### src/rtl/error_link_pkg.sv
// error_link_pkg
// Definitions shared by both ends of the inter-node error link: the receiver
// state encoding, the serial framing constants and the frame-length helper.
// Frame on the wire: START_BIT, PDET_WIDTH data bits LSB first, one parity
// bit, STOP_BIT. The line idles at STOP_BIT.
package error_link_pkg;

  typedef enum logic [2:0] {
    IDLE,
    START,
    DATA,
    PARITY,
    STOP,
    WAIT_IDLE
  } link_state_t;

  localparam logic START_BIT = 1'b0;
  localparam logic STOP_BIT  = 1'b1;

  // Even parity: XOR over the data bits and the parity bit must equal this.
  localparam logic PARITY_EVEN = 1'b0;

  // Serial bits per frame: start + data + parity + stop.
  function automatic int frame_len(input int pdet_width);
    return pdet_width + 3;
  endfunction

endpackage

### src/rtl/bit_sync.sv
// bit_sync
// Multi-flop synchronizer for a single asynchronous input, with a
// parameterized reset value so that idle-high lines come out of reset idle.
// Ports:
//   clk - destination clock
//   rst - asynchronous active-high reset, loads RESET_VAL into every stage
//   d   - asynchronous input
//   q   - synchronized output, STAGES clocks behind d
module bit_sync #(
  parameter int   STAGES    = 2,
  parameter logic RESET_VAL = 1'b0
) (
  input  logic clk,
  input  logic rst,
  input  logic d,
  output logic q
);

  genvar gi;
  generate
    for (gi = 0; gi < STAGES; gi++) begin : g_stage
      logic q_reg;
      logic d_in;

      if (gi == 0) begin : g_first
        assign d_in = d;
      end else begin : g_next
        assign d_in = g_stage[gi-1].q_reg;
      end

      always_ff @(posedge clk or posedge rst) begin
        if (rst) begin
          q_reg <= RESET_VAL;
        end else begin
          q_reg <= d_in;
        end
      end
    end
  endgenerate

  assign q = g_stage[STAGES-1].q_reg;

endmodule

### src/rtl/error_link_rx.sv
// error_link_rx
// Receive end of the inter-node error link. Deserializes the neighbour's
// phase-detector error word and holds it for the error combiner. If no valid
// frame arrives for TIMEOUT_CYCLES the link is declared down and the held
// error is forced to zero so a dead neighbour does not steer the loop.
// Ports:
//   fpga_clk_i    - system clock, rising edge
//   reset_i       - asynchronous active-high reset
//   enable_i      - receiver enable; low drops any frame in progress
//   serial_i      - asynchronous serial line from the neighbour, idles high
//   error_o       - last valid error word (two's complement), 0 when link down
//   error_valid_o - one-cycle pulse when error_o takes a new received word
//   parity_err_o  - one-cycle pulse when a frame fails the parity check
//   frame_err_o   - one-cycle pulse when a frame has a low stop bit
//   link_up_o     - high from the first valid frame until timeout
module error_link_rx
  import error_link_pkg::*;
#(
  parameter int PDET_WIDTH     = 5,
  parameter int BIT_CYCLES     = 8,
  parameter int TIMEOUT_CYCLES = 1024
) (
  input  logic                  fpga_clk_i,
  input  logic                  reset_i,
  input  logic                  enable_i,
  input  logic                  serial_i,
  output logic [PDET_WIDTH-1:0] error_o,
  output logic                  error_valid_o,
  output logic                  parity_err_o,
  output logic                  frame_err_o,
  output logic                  link_up_o
);

  localparam int CNT_W = $clog2(BIT_CYCLES);
  localparam int IDX_W = $clog2(PDET_WIDTH + 1);
  localparam int TO_W  = $clog2(TIMEOUT_CYCLES + 1);

  // The start edge is seen on cycle E; loading half a bit minus one puts the
  // first sample at E+BIT_CYCLES/2, i.e. mid start bit. Later samples follow
  // every BIT_CYCLES.
  localparam logic [CNT_W-1:0] HALF_LOAD  = CNT_W'(BIT_CYCLES / 2 - 1);
  localparam logic [CNT_W-1:0] BIT_RELOAD = CNT_W'(BIT_CYCLES - 1);
  localparam logic [IDX_W-1:0] LAST_IDX   = IDX_W'(PDET_WIDTH - 1);
  localparam logic [TO_W-1:0]  TO_LAST    = TO_W'(TIMEOUT_CYCLES - 1);
  localparam logic [TO_W-1:0]  TO_MAX     = TO_W'(TIMEOUT_CYCLES);

  logic                  s;
  logic                  s_prev_reg;
  link_state_t           state_reg, state_next;
  logic [CNT_W-1:0]      bit_cnt_reg, bit_cnt_next;
  logic [IDX_W-1:0]      bit_idx_reg, bit_idx_next;
  logic [PDET_WIDTH-1:0] data_sr_reg, data_sr_next;
  logic [PDET_WIDTH:0]   sr_shift;
  logic                  parity_bit_reg, parity_bit_next;
  logic [TO_W-1:0]       timeout_cnt_reg;
  logic                  tick;
  logic                  stop_sample;
  logic                  parity_ok;
  logic                  valid_next, parity_err_next, frame_err_next;

  bit_sync #(
    .STAGES    (2),
    .RESET_VAL (1'b1)
  ) u_sync (
    .clk (fpga_clk_i),
    .rst (reset_i),
    .d   (serial_i),
    .q   (s)
  );

  assign tick = (bit_cnt_reg == '0);

  // State register plus the frame datapath it sequences.
  always_ff @(posedge fpga_clk_i or posedge reset_i) begin
    if (reset_i) begin
      state_reg      <= IDLE;
      s_prev_reg     <= 1'b1;
      bit_cnt_reg    <= '0;
      bit_idx_reg    <= '0;
      data_sr_reg    <= '0;
      parity_bit_reg <= 1'b0;
    end else begin
      state_reg      <= state_next;
      s_prev_reg     <= s;
      bit_cnt_reg    <= bit_cnt_next;
      bit_idx_reg    <= bit_idx_next;
      data_sr_reg    <= data_sr_next;
      parity_bit_reg <= parity_bit_next;
    end
  end

  // Next state and datapath updates.
  always_comb begin
    state_next      = state_reg;
    bit_cnt_next    = bit_cnt_reg;
    bit_idx_next    = bit_idx_reg;
    data_sr_next    = data_sr_reg;
    parity_bit_next = parity_bit_reg;
    // New bits enter at the MSB so the first (LSB) bit ends up at bit 0.
    sr_shift        = {s, data_sr_reg};

    if (state_reg != IDLE && state_reg != WAIT_IDLE) begin
      bit_cnt_next = tick ? BIT_RELOAD : bit_cnt_reg - 1'b1;
    end

    case (state_reg)
      IDLE: begin
        // Edge, not level: a line still low after an abort never starts a frame.
        if (s_prev_reg == STOP_BIT && s == START_BIT) begin
          state_next   = START;
          bit_cnt_next = HALF_LOAD;
        end
      end
      START: begin
        if (tick) begin
          if (s != START_BIT) begin
            state_next = IDLE;  // glitch shorter than half a bit
          end else begin
            state_next   = DATA;
            bit_idx_next = '0;
          end
        end
      end
      DATA: begin
        if (tick) begin
          data_sr_next = sr_shift[PDET_WIDTH:1];
          if (bit_idx_reg == LAST_IDX) begin
            state_next = PARITY;
          end else begin
            bit_idx_next = bit_idx_reg + 1'b1;
          end
        end
      end
      PARITY: begin
        if (tick) begin
          parity_bit_next = s;
          state_next      = STOP;
        end
      end
      STOP: begin
        if (tick) begin
          state_next = (s == STOP_BIT) ? IDLE : WAIT_IDLE;
        end
      end
      WAIT_IDLE: begin
        if (s == STOP_BIT) begin
          state_next = IDLE;
        end
      end
      default: state_next = IDLE;
    endcase

    if (!enable_i) begin
      state_next = IDLE;
    end
  end

  // Frame verdict at the stop sample. Stop-bit failure outranks parity, so at
  // most one of the three results is ever raised.
  always_comb begin
    stop_sample     = (state_reg == STOP) && tick && enable_i;
    parity_ok       = ((^data_sr_reg) ^ parity_bit_reg) == PARITY_EVEN;
    frame_err_next  = stop_sample && (s != STOP_BIT);
    parity_err_next = stop_sample && (s == STOP_BIT) && !parity_ok;
    valid_next      = stop_sample && (s == STOP_BIT) && parity_ok;
  end

  // Registered results, held error word and link supervision. A valid frame
  // takes priority over a timeout landing on the same cycle. The timeout
  // counter only runs while the link is up, so it rests at TIMEOUT_CYCLES
  // once the link has dropped.
  always_ff @(posedge fpga_clk_i or posedge reset_i) begin
    if (reset_i) begin
      error_o         <= '0;
      error_valid_o   <= 1'b0;
      parity_err_o    <= 1'b0;
      frame_err_o     <= 1'b0;
      link_up_o       <= 1'b0;
      timeout_cnt_reg <= '0;
    end else begin
      error_valid_o <= valid_next;
      parity_err_o  <= parity_err_next;
      frame_err_o   <= frame_err_next;
      if (valid_next) begin
        error_o         <= data_sr_reg;
        link_up_o       <= 1'b1;
        timeout_cnt_reg <= '0;
      end else if (link_up_o) begin
        if (timeout_cnt_reg >= TO_LAST) begin
          link_up_o       <= 1'b0;
          error_o         <= '0;
          timeout_cnt_reg <= TO_MAX;
        end else begin
          timeout_cnt_reg <= timeout_cnt_reg + 1'b1;
        end
      end
    end
  end

endmodule

### config.mk
export PLATFORM = sky130hd
export DESIGN_NAME = error_link_rx
export DESIGN_NICKNAME = d
export VERILOG_FILES = /design/src/rtl/error_link_pkg.sv /design/src/rtl/bit_sync.sv /design/src/rtl/error_link_rx.sv
export SDC_FILE = /design/constraint.sdc
export NUM_CORES = 1
export LEC_CHECK = 0
export BUFFER_PORTS_ARGS = -buffer_cell sky130_fd_sc_hd__buf_2
export CORE_MARGIN = 2
export CORE_UTILIZATION = 63
export DETAILED_ROUTE_END_ITERATION = 7
export GPL_ROUTABILITY_DRIVEN = 0
export GPL_TIMING_DRIVEN = 0
export PLACE_DENSITY = 0.81
export REMOVE_ABC_BUFFERS = 1
export SYNTH_ARGS = -nofsm -noshare
export SYNTH_HDL_FRONTEND = slang
export SYNTH_HIERARCHICAL = 1
export SYNTH_SLANG_ARGS = --single-unit
### constraint.sdc
create_clock -name fpga_clk_i -period 3.6 [get_ports fpga_clk_i]
set_input_delay 0.18 -clock fpga_clk_i [delete_from_list [all_inputs] [get_ports fpga_clk_i]]
set_output_delay 0.18 -clock fpga_clk_i [all_outputs]
set_load 0.02 [all_outputs]
# Word-level counts from Yosys, hierarchy flattened
# Cells that the tools add are included.
[op_classes] n_addsub=3 n_mul=0 div_mod_pow=0 magnitude_cmp=1 eq_ne=18 shifts=0 muxes=29 bitwise=3 reduce_logical=20
[op_table] cell="$mux W3" count=17
[op_table] cell="$mux W11" count=3
[op_table] cell="$ne A3 B3 Y1 const B" count=7
[op_table] cell="$pmux W3 S6" count=1
[op_table] cell="$mux W5" count=3
[op_table] cell="$add A11 B1 Y11 const B" count=1
[op_table] cell="$ge A11 B10 Y1 const B" count=1
[op_table] cell="$eq A3 B3 Y1 const B" count=3
[op_table] cell="$logic_and A1 B1 Y1" count=8
[op_table] cell="$ne A2 B2 Y1 const B" count=4
[op_table] cell="$reduce_and A7 Y1" count=1
[op_table] cell="$eq A3 B2 Y1 const B" count=2
[op_table] cell="$logic_not A3 Y1" count=2
[op_table] cell="$pmux W3 S2" count=1
[op_table] cell="$reduce_and A2 Y1" count=3
[op_table] cell="$reduce_bool A2 Y1" count=3
[op_table] cell="$reduce_and A5 Y1" count=1
[op_table] cell="$reduce_xor A5 Y1" count=1
[op_table] cell="$add A3 B1 Y3 const B" count=1
[op_table] cell="$eq A3 B1 Y1 const B" count=1
[op_table] cell="$mux W1" count=3
[op_table] cell="$ne A3 B2 Y1 const B" count=1
[op_table] cell="$reduce_bool A3 Y1" count=1
[op_table] cell="$sub A3 B1 Y3 const B" count=1
[op_table] cell="3 further kinds" count=4
[word_totals] reg_bits=38 latch_bits=0 ramBits=0 romBits=0 inputBits=4 output_inout_bits=9 wordCells=88 n_memories=0

# Depth between registers and ports, before layout
# Gate-level depths: netlist of run 1.
[depth] depth_word=7 depth_mapped=8 ltp_nobuf=7

# Modules after synthesis
# Netlist of run 1, hierarchy kept.
[by_module_without_submodules] module="error_link_rx" instances=1 cells_each=177 area_per_inst_um2=1849.3 seq_area_each_um2=902.1
[by_module_without_submodules] module="bit_sync" instances=1 cells_each=3 area_per_inst_um2=56.3 seq_area_each_um2=52.6

# Least setup slack after synthesis of run 1
# No wires, ideal clock.
[synth_path] path_type="reg2reg" startpoint="register bit_cnt_reg[0]" endpoint="register timeout_cnt_reg[2]" setup_time_ns=0.126 arrival_time_ns=1.671 t_required_ns=3.474 slack_ns=1.804 stages_incl_launch_ff=8 synth_period_minus_slack_ns=1.796 cell_sequence="dfrtp_1 > inv_1 > ha_1 > nand4b_1 > or4b_1 > buf_6 > o21ai_4 > nor2_1"
[synth_via] elab_chain_len=6
[synth_rtl] item="start: declaration" line="error_link_rx.sv:50" source="logic [CNT_W-1:0] bit_cnt_reg, bit_cnt_next;"
[synth_rtl] item="start signal: assignment" line="error_link_rx.sv:85" source="bit_cnt_reg <= bit_cnt_next;"
[synth_rtl] item="$logic_not A3 Y1 (*)" line="error_link_rx.sv:71" source="assign tick = (bit_cnt_reg == '0);"
[synth_rtl] item="$logic_and A1 B1 Y1 (*) (2 in series)" line="error_link_rx.sv:161" source="stop_sample = (state_reg == STOP) && tick && enable_i;"
[synth_rtl] item="$logic_and A1 B1 Y1 (*) (2 in series)" line="error_link_rx.sv:165" source="valid_next = stop_sample && (s == STOP_BIT) && parity_ok;"
[synth_rtl] item="$mux W11 or $reduce_bool A2 Y1 (tied branches)"
[synth_rtl] item="end signal: assignment" line="error_link_rx.sv:194" source="timeout_cnt_reg <= timeout_cnt_reg + 1'b1;"
[synth_rtl] item="end: declaration" line="error_link_rx.sv:55" source="logic [TO_W-1:0] timeout_cnt_reg;"
# Mark *: on every way between the ends. The rest lies on a longest branch, timed or not.
# A chain may end at the register's enable or synchronous reset.

# Worst setup path after layout of run 1
[layout_path] startpoint="register bit_cnt_reg[0]" endpoint="register timeout_cnt_reg[4]"
# Same word-level chain as after synthesis.

==> impl_metrics.toml, run 1 <==
[floorplanning]
rows = 19
initial_core_util = 0.679
fp.dieW_um = 59.0
die_area_um2 = 3480
io-pin-count = 13
fp.dieH_um = 59.0
core_area_um2 = 2810

[routing]
drtIter0Drc = 81
wl_mm = 3.35
routed_via_density = 5.81
ant_nets = 0
routedWlPerCell_um = 14.7
drc = 0
dr.pass1.iters = 4
vias = 1324

[min_path]
hold_depth = 2
hold_class = "in2reg"

[synthesis]
yosys-top-cells-area = "dfrtp_1 46%, dfstp_2 4.1%, nor2_1 3.5%"
yosysTopAreaCellShare = 0.460
synth_area_leader_cell = "dfrtp_1"
yosysWarningCount = 6
synth_area_um2 = 1910
syn_area_per_cell_um2 = 10.6
synth-seq-cells = 38
synth_edf_count = 0
yosysUniqueCellTypes = 48
syn_inst = 180
async_flop_share = 1.00
seq_area_frac_synth = 0.501
ys.flop_type = "dfrtp_1"

[sta]
fmaxAchievable_mhz = 475
drv_slew = 0
slew_headroom = 0.521
setup_violations = 0
period_minus_slack_ns = 2.10
finalHoldViolations = 0
tightest_slew_ns = 0.717
finalClockSkew_ns = 0.0117
grt_setup_unrepaired = "no"
finalCritPeriodShare = 0.585
tns_ns = 0

[cells_and_area]
fin_cells = 228
fillCellCount = 205
largest_register_ff_count = 11
layout-drive-gt1-share = 0.178
diodes = 0
nNetsFinal = 205
area_delta_synth_final_pct = 8.86

[placement]
port_buffers = 12
dpl.cell_count = 218
dp_hpwl_mm = 2.32

[critical_path]
critPathMaxFanout = 8
cp_cell_sequence = "inv_1 -> ha_1 -> nand4b_1 -> or4b_1 -> o21ai_4 -> nor2_1"
arrival_ns = 2.34
end_kind = "flop"
max_stage_delay_ns = 0.68
worstPathRequired_ns = 3.84
cp-start-kind = "flop"
worstSetupPathType = "reg2reg"
ff2ff_path_depth = 6
crit_path_top_delay_cell = "or4b_1"

[run]
cap_violations = 0

[pwr]
ir_drop_uv = 348
p_per_area_nw_per_um2 = 440
p_leak_uw = 0.000989

[global_route]
grt_use_total = 0.223
grt_first_pass_wirelength_mm = 5.73
grt_max_degree = 37
antenna_found_initial = 0
overflow = 0
grt_pass1_vias = 1325

[cts]
clk_pin_slew_ns = 0.12
cts_resized = 0
cts_buffers = 5
clk_path_buf_depth = 2
cts_root_buf = "clkbuf_4"
cts_tree = "yes"
clock_sinks = 38
cts_max_level = 2
insertion_delay_ns = 0.34

[outcome]
outcome = "completed"
what timing repair did:
item	4_1_cts	5_1_grt
endpoints found under the hold margin	3	0
buffers inserted	0	0
hold buffers	2	0
placed cells by master (no fill, tap or decap), types with 2 or more instances in the layout:
cell type,netlist,routed
nand3_1,2,2
nor4_1,2,2
or3_1,2,2
clkbuf_4,0,5
ha_1,5,5
o211ai_1,6,6
buf_2,1,12
dlygate4sd3_1,0,2
nor3_1,6,6
xnor2_1,6,6
inv_1,17,16
a21oi_1,3,3
nand3b_1,2,2
nand2_1,11,11
mux2_2,4,4
nor2b_1,5,5
dfstp_2,3,3
o21ai_1,4,4
nor2_1,18,18
o21ai_0,4,4
inv_2,1,2
mux2i_1,6,6
nand4_1,4,4
clkinv_2,0,2
dfrtp_1,35,35
o41ai_1,3,3
xor2_1,5,5
worst paths after layout:
kind	startpoint	end	slack, ns
hold / removal	enable_i	state_reg[0]$_DFFE_PP0P_	0.11
hold reg to reg	u_sync/g_stage[0].q_reg$_DFF_PP1_	u_sync/q$_DFF_PP1_	0.37
setup / recovery	bit_cnt_reg[0]$_DFF_PP0_	timeout_cnt_reg[4]$_DFFE_PP0P_	1.50
setup reg to reg	bit_cnt_reg[0]$_DFF_PP0_	timeout_cnt_reg[4]$_DFFE_PP0P_	1.50
max in group asynchronous	reset_i	bit_idx_reg[2]$_DFFE_PP0P_	2.64
min in group asynchronous	reset_i	u_sync/g_stage[0].q_reg$_DFF_PP1_	0.43
cells in the mapped netlist (2+ instances only):
cell / n
o21ai_0: 4
xnor2_1: 6
clkbuf_1: 2
nand4_1: 4
inv_1: 17
ha_1: 5
nand3_1: 2
mux2_2: 4
or3_1: 2
nor4_1: 2
nor3_1: 6
mux2i_1: 6
dfstp_2: 3
nor2b_1: 5
o211ai_1: 6
nand2_1: 11
nand3b_1: 2
o41ai_1: 3
a21oi_1: 3
o21ai_1: 4
dfrtp_1: 35
nor2_1: 18
xor2_1: 5
stage by stage:
| stage | setup slack [ns] | hold slack, ns | power [uW] | utilization | instance area (um^2) |
|---|---|---|---|---|---|
| floorplan | 1.75 | 0.0915 | 601 | - | 1880 |
| global placement | 1.59 | 0.213 | 621 | 0.705 | 1980 |
| detailed placement | 1.54 | 0.226 | 631 | 0.705 | 1980 |
| CTS | 1.50 | 0.107 | 916 | 0.740 | 2070 |
| global route | 1.35 | 0.0884 | 961 | 0.740 | 2070 |
| finish | 1.50 | 0.106 | 914 | 0.740 | 2070 |
cell type report:
type	instances	area (um^2)	share of cell area
clock buffer	5	37.5	0.0181
clock inverter	3	40.0	0.0193
inverter	18	67.6	0.0326
multi-input combinational	119	856	0.413
sequential	38	955	0.460
tap	31	38.8	0.0187
timing repair buffer	14	80.1	0.0386
layer usage:
| layer | vias to the layer above | global-route usage | routed length, um |
|---|---|---|---|
| li1 | 651 | - | - |
| met1 | 638 | 0.273 | 1520 |
| met2 | 33 | 0.368 | 1680 |
| met3 | 2 | 0.0786 | 130 |
| met4 | 0 | 0.0747 | 23 |
| met5 | - | 0 | 0 |
critical path, delay by kind of cell, from the launching register on:
family,cells,cell delay [ns]
and+or+nand+nor,3,0.90
buffers and inverters,1,0.10
AOI/OAI and AO/OA,1,0.33
DFF,1,0.40
adders and majority gates,1,0.26
where the power goes:
| part | internal [uW] | switching [uW] | leakage [uW] | total, uW |
|---|---|---|---|---|
| Sequential | 469 | 49.8 | 0.000495 | 519 |
| Combinational | 46.7 | 62.3 | 0.000449 | 109 |
| Clock | 144 | 142 | 0.0000450 | 286 |
kinds of logic after synthesis:
kind of cell	count (synthesis)	synth area share
muxes	10	0.0552
DFF	38	0.501
xor gates and xnor gates	13	0.0755
and+or+nand+nor	60	0.168
adders and majority gates	5	0.0328
buffers and inverters	23	0.0499
AOI/OAI and AO/OA	31	0.118
Power figures use the tool's default switching activity.
==> run 2: changes to the inputs <==
Settings changed: ABC_AREA from default to 1, CORE_UTILIZATION 63 to 54, PLACE_DENSITY 0.81 to 0.73.
Clock period 3.6 ns to 1.7 ns, I/O delays scaled along.
==> run 2 against run 1 <==
Compared with the run above:
- total power increased to 3.4 times the previous value
- sequential share of layout area decreased by 7.5 points
- sequential cell count unchanged
- via count increased by 35%
- die area increased by 28%
- first-iteration DRC count increased by 78%
- combinational power increased to 11 times the previous value
- synthesized area increased by 11%
- largest cell class is now multi-input combinational cells
- largest power group unchanged
==> impl_metrics.toml, run 2 <==
[pwr]
intPower_uw = 1920
p_leak_uw = 0.00120
p_per_area_nw_per_um2 = 1260
pwr-share-clk = 0.225
p_sw_uw = 1210
power_uw = 3130
swShare = 0.386
seq_power_share = 0.405
ir_drop_uv = 721
combPwrFrac = 0.370

[sta]
finalHoldViolations = 0
finalClockSkew_ns = 0.00502
drv_slew = 0
period_minus_slack_ns = 1.60
setup_violations = 0
tightest_slew_ns = 0.884
finalCritPeriodShare = 0.941
slew_headroom = 0.410
fmaxAchievable_mhz = 625

[critical_path]
crit_path_start = "bit_cnt_reg[0]$_DFF_PP0_"
cp-start-kind = "flop"
worstPathRequired_ns = 1.88
arrival_ns = 1.78
critPathMaxFanout = 8
end_kind = "flop"
worstSetupPathType = "reg2reg"
reg2reg_from = "bit_cnt_reg[0]$_DFF_PP0_"

[floorplanning]
fp.dieH_um = 66.7
fp.dieW_um = 66.7
die_area_um2 = 4440
rows = 22
io-pin-count = 13
core_area_um2 = 3720
initial_core_util = 0.570

[routing]
dr.pass1.iters = 4
routed_via_density = 5.14
drtIter0Drc = 144
drc = 0
routedWlPerCell_um = 11.9
wl_mm = 4.13
vias = 1787
ant_nets = 0

[synthesis]
yosysWarningCount = 6
synthTopCellsByCount = "83 x nand2_1, 42 x nand3_1, 35 x dfrtp_1"
async_flop_share = 1.00
synth-seq-cells = 38
yosysUniqueCellTypes = 30
yosys-top-cells-area = "dfrtp_1 41%, nand2_1 15%, nand3_1 9.9%"
yosysTopAreaCellShare = 0.413
seq_area_frac_synth = 0.450
synth_area_leader_cell = "dfrtp_1"
syn_area_per_cell_um2 = 7.74
yosysMostFrequentCell = "nand2_1"
ys.flop_type = "dfrtp_1"
synth_edf_count = 0
synth_area_um2 = 2120
syn_inst = 274

[cells_and_area]
final_core_util = 0.668
layout_commonest_cell = "nand2_1"
seq_area_um2 = 956
nNetsFinal = 308
multi_input_area_um2 = 1100
layout-drive-gt1-share = 0.217
final_cell_mix = "81 x nand2_1, 42 x nand3_1, 34 x dfrtp_1"
area_delta_synth_final_pct = 17.1
diodes = 0
largest_register_ff_count = 11
fillCellCount = 322

[cts]
insertion_delay_ns = 0.29
clock_sinks = 38
cts_tree = "yes"
cts_max_level = 2
clk_pin_slew_ns = 0.07
cts_root_buf = "clkbuf_8"
clk_path_buf_depth = 2
cts_buffers = 5

[global_route]
antenna_found_initial = 0
grt_use_total = 0.210
grt_pass1_vias = 1635
overflow = 0
grt_max_degree = 23
grt_first_pass_wirelength_mm = 7.09

[min_path]
min-delay-start = "enable_i"
hold_class = "in2reg"

[placement]
dp_hpwl_mm = 2.83
port_buffers = 12

[run]
cap_violations = 0

[outcome]
outcome = "completed"
-- run 2: cell types whose count changed in the layout (fill, tap and decap cells not counted), sizes merged, moves of 4 or more --
cell    change
buf         +5
nor2       +12
inv        +14
o211ai      -4
nand2      +78
mux2        -4
xnor2       -4
nor2b       -5
mux2i       -6
nor3        -5
nand3      +48
-- run 2: routing by layer --
metal | global-route usage | up-vias | wire length [um] | share of wire
li1 | - | 937 | - | -
met1 | 0.277 | 807 | 1940 | 0.47
met2 | 0.328 | 34 | 1940 | 0.47
met3 | 0.0541 | 9 | 169 | 0.041
met4 | 0.0893 | 0 | 74 | 0.018
met5 | 0 | - | 0 | 0
-- run 2: critical path: stages, from the launching register on --
cell	delay [ns]
dfrtp_1	0.37
inv_2	0.10
ha_4	0.14
inv_1	0.05
nor2_4	0.21
nand3_2	0.12
nor2_4	0.17
nand3_4	0.15
nand3_1	0.11
nand2_1	0.07
-- run 2: layout make-up --
class / count / share of cell area
timing repair buffer: 19 / 0.0504
sequential: 38 / 0.385
tap: 48 / 0.0242
clock buffer: 8 / 0.0444
multi-input combinational: 202 / 0.442
inverter: 33 / 0.0535
-- run 2: kinds of logic (layout without fill, tap and decap cells) --
| family | Yosys count | after routing | share of synthesized area |
|---|---|---|---|
| AND/OR/NAND/NOR | 173 | 175 | 0.386 |
| flip-flops | 38 | 38 | 0.450 |
| AO/OA/AOI/OAI | 18 | 18 | 0.0490 |
| buffers and inverters | 36 | 60 | 0.0685 |
| XOR/XNOR | 4 | 4 | 0.0165 |
| adder cells (fa/ha/maj) | 5 | 5 | 0.0295 |
-- run 2: repair_timing --
item / in CTS / in global routing
hold buffers: 2 / 0
endpoints found under the setup margin: 12 / 18
cloned: 0 / 2
buffers inserted: 0 / 4
gates resized for setup: 3 / 16
pin swaps: 0 / 7
endpoints found under the hold margin: 3 / 0
-- run 2: worst paths after layout --
check,end,slack (ns),cells past startpoint
max,timeout_cnt_reg[9]$_DFFE_PP0P_,0.10,9
min,state_reg[2]$_DFFE_PP0P_,0.13,3
max reg2reg,timeout_cnt_reg[9]$_DFFE_PP0P_,0.10,9
min reg2reg,u_sync/q$_DFF_PP1_,0.36,0
max in group asynchronous,timeout_cnt_reg[0]$_DFFE_PP0P_,0.56,4
min in group asynchronous,u_sync/g_stage[0].q_reg$_DFF_PP1_,0.37,3
-- run 2: through the flow --
stage / setup TNS [ns] / instance area [um^2] / setup slack (ns) / instances / hold slack (ns)
after floorplan: 0 / 2100 / 0.0667 / 271 / -0.00350
after global placement: -2.06 / 2220 / -0.325 / 331 / 0.120
after detailed placement: -2.03 / 2230 / -0.300 / 332 / 0.128
after CTS: 0 / 2380 / 0.0634 / 342 / 0.104
after global routing: -0.000839 / 2480 / -0.000839 / 348 / 0.131
final: 0 / 2480 / 0.100 / 348 / 0.134
-- run 2: power groups by stage --
stage	Clock, uW	Combinational, uW	Sequential (uW)
global route	783	1340	1290
finish	706	1160	1270
floorplan	0	851	1230
global placement	0	980	1270
detailed placement	0	1010	1280
CTS	730	1040	1260
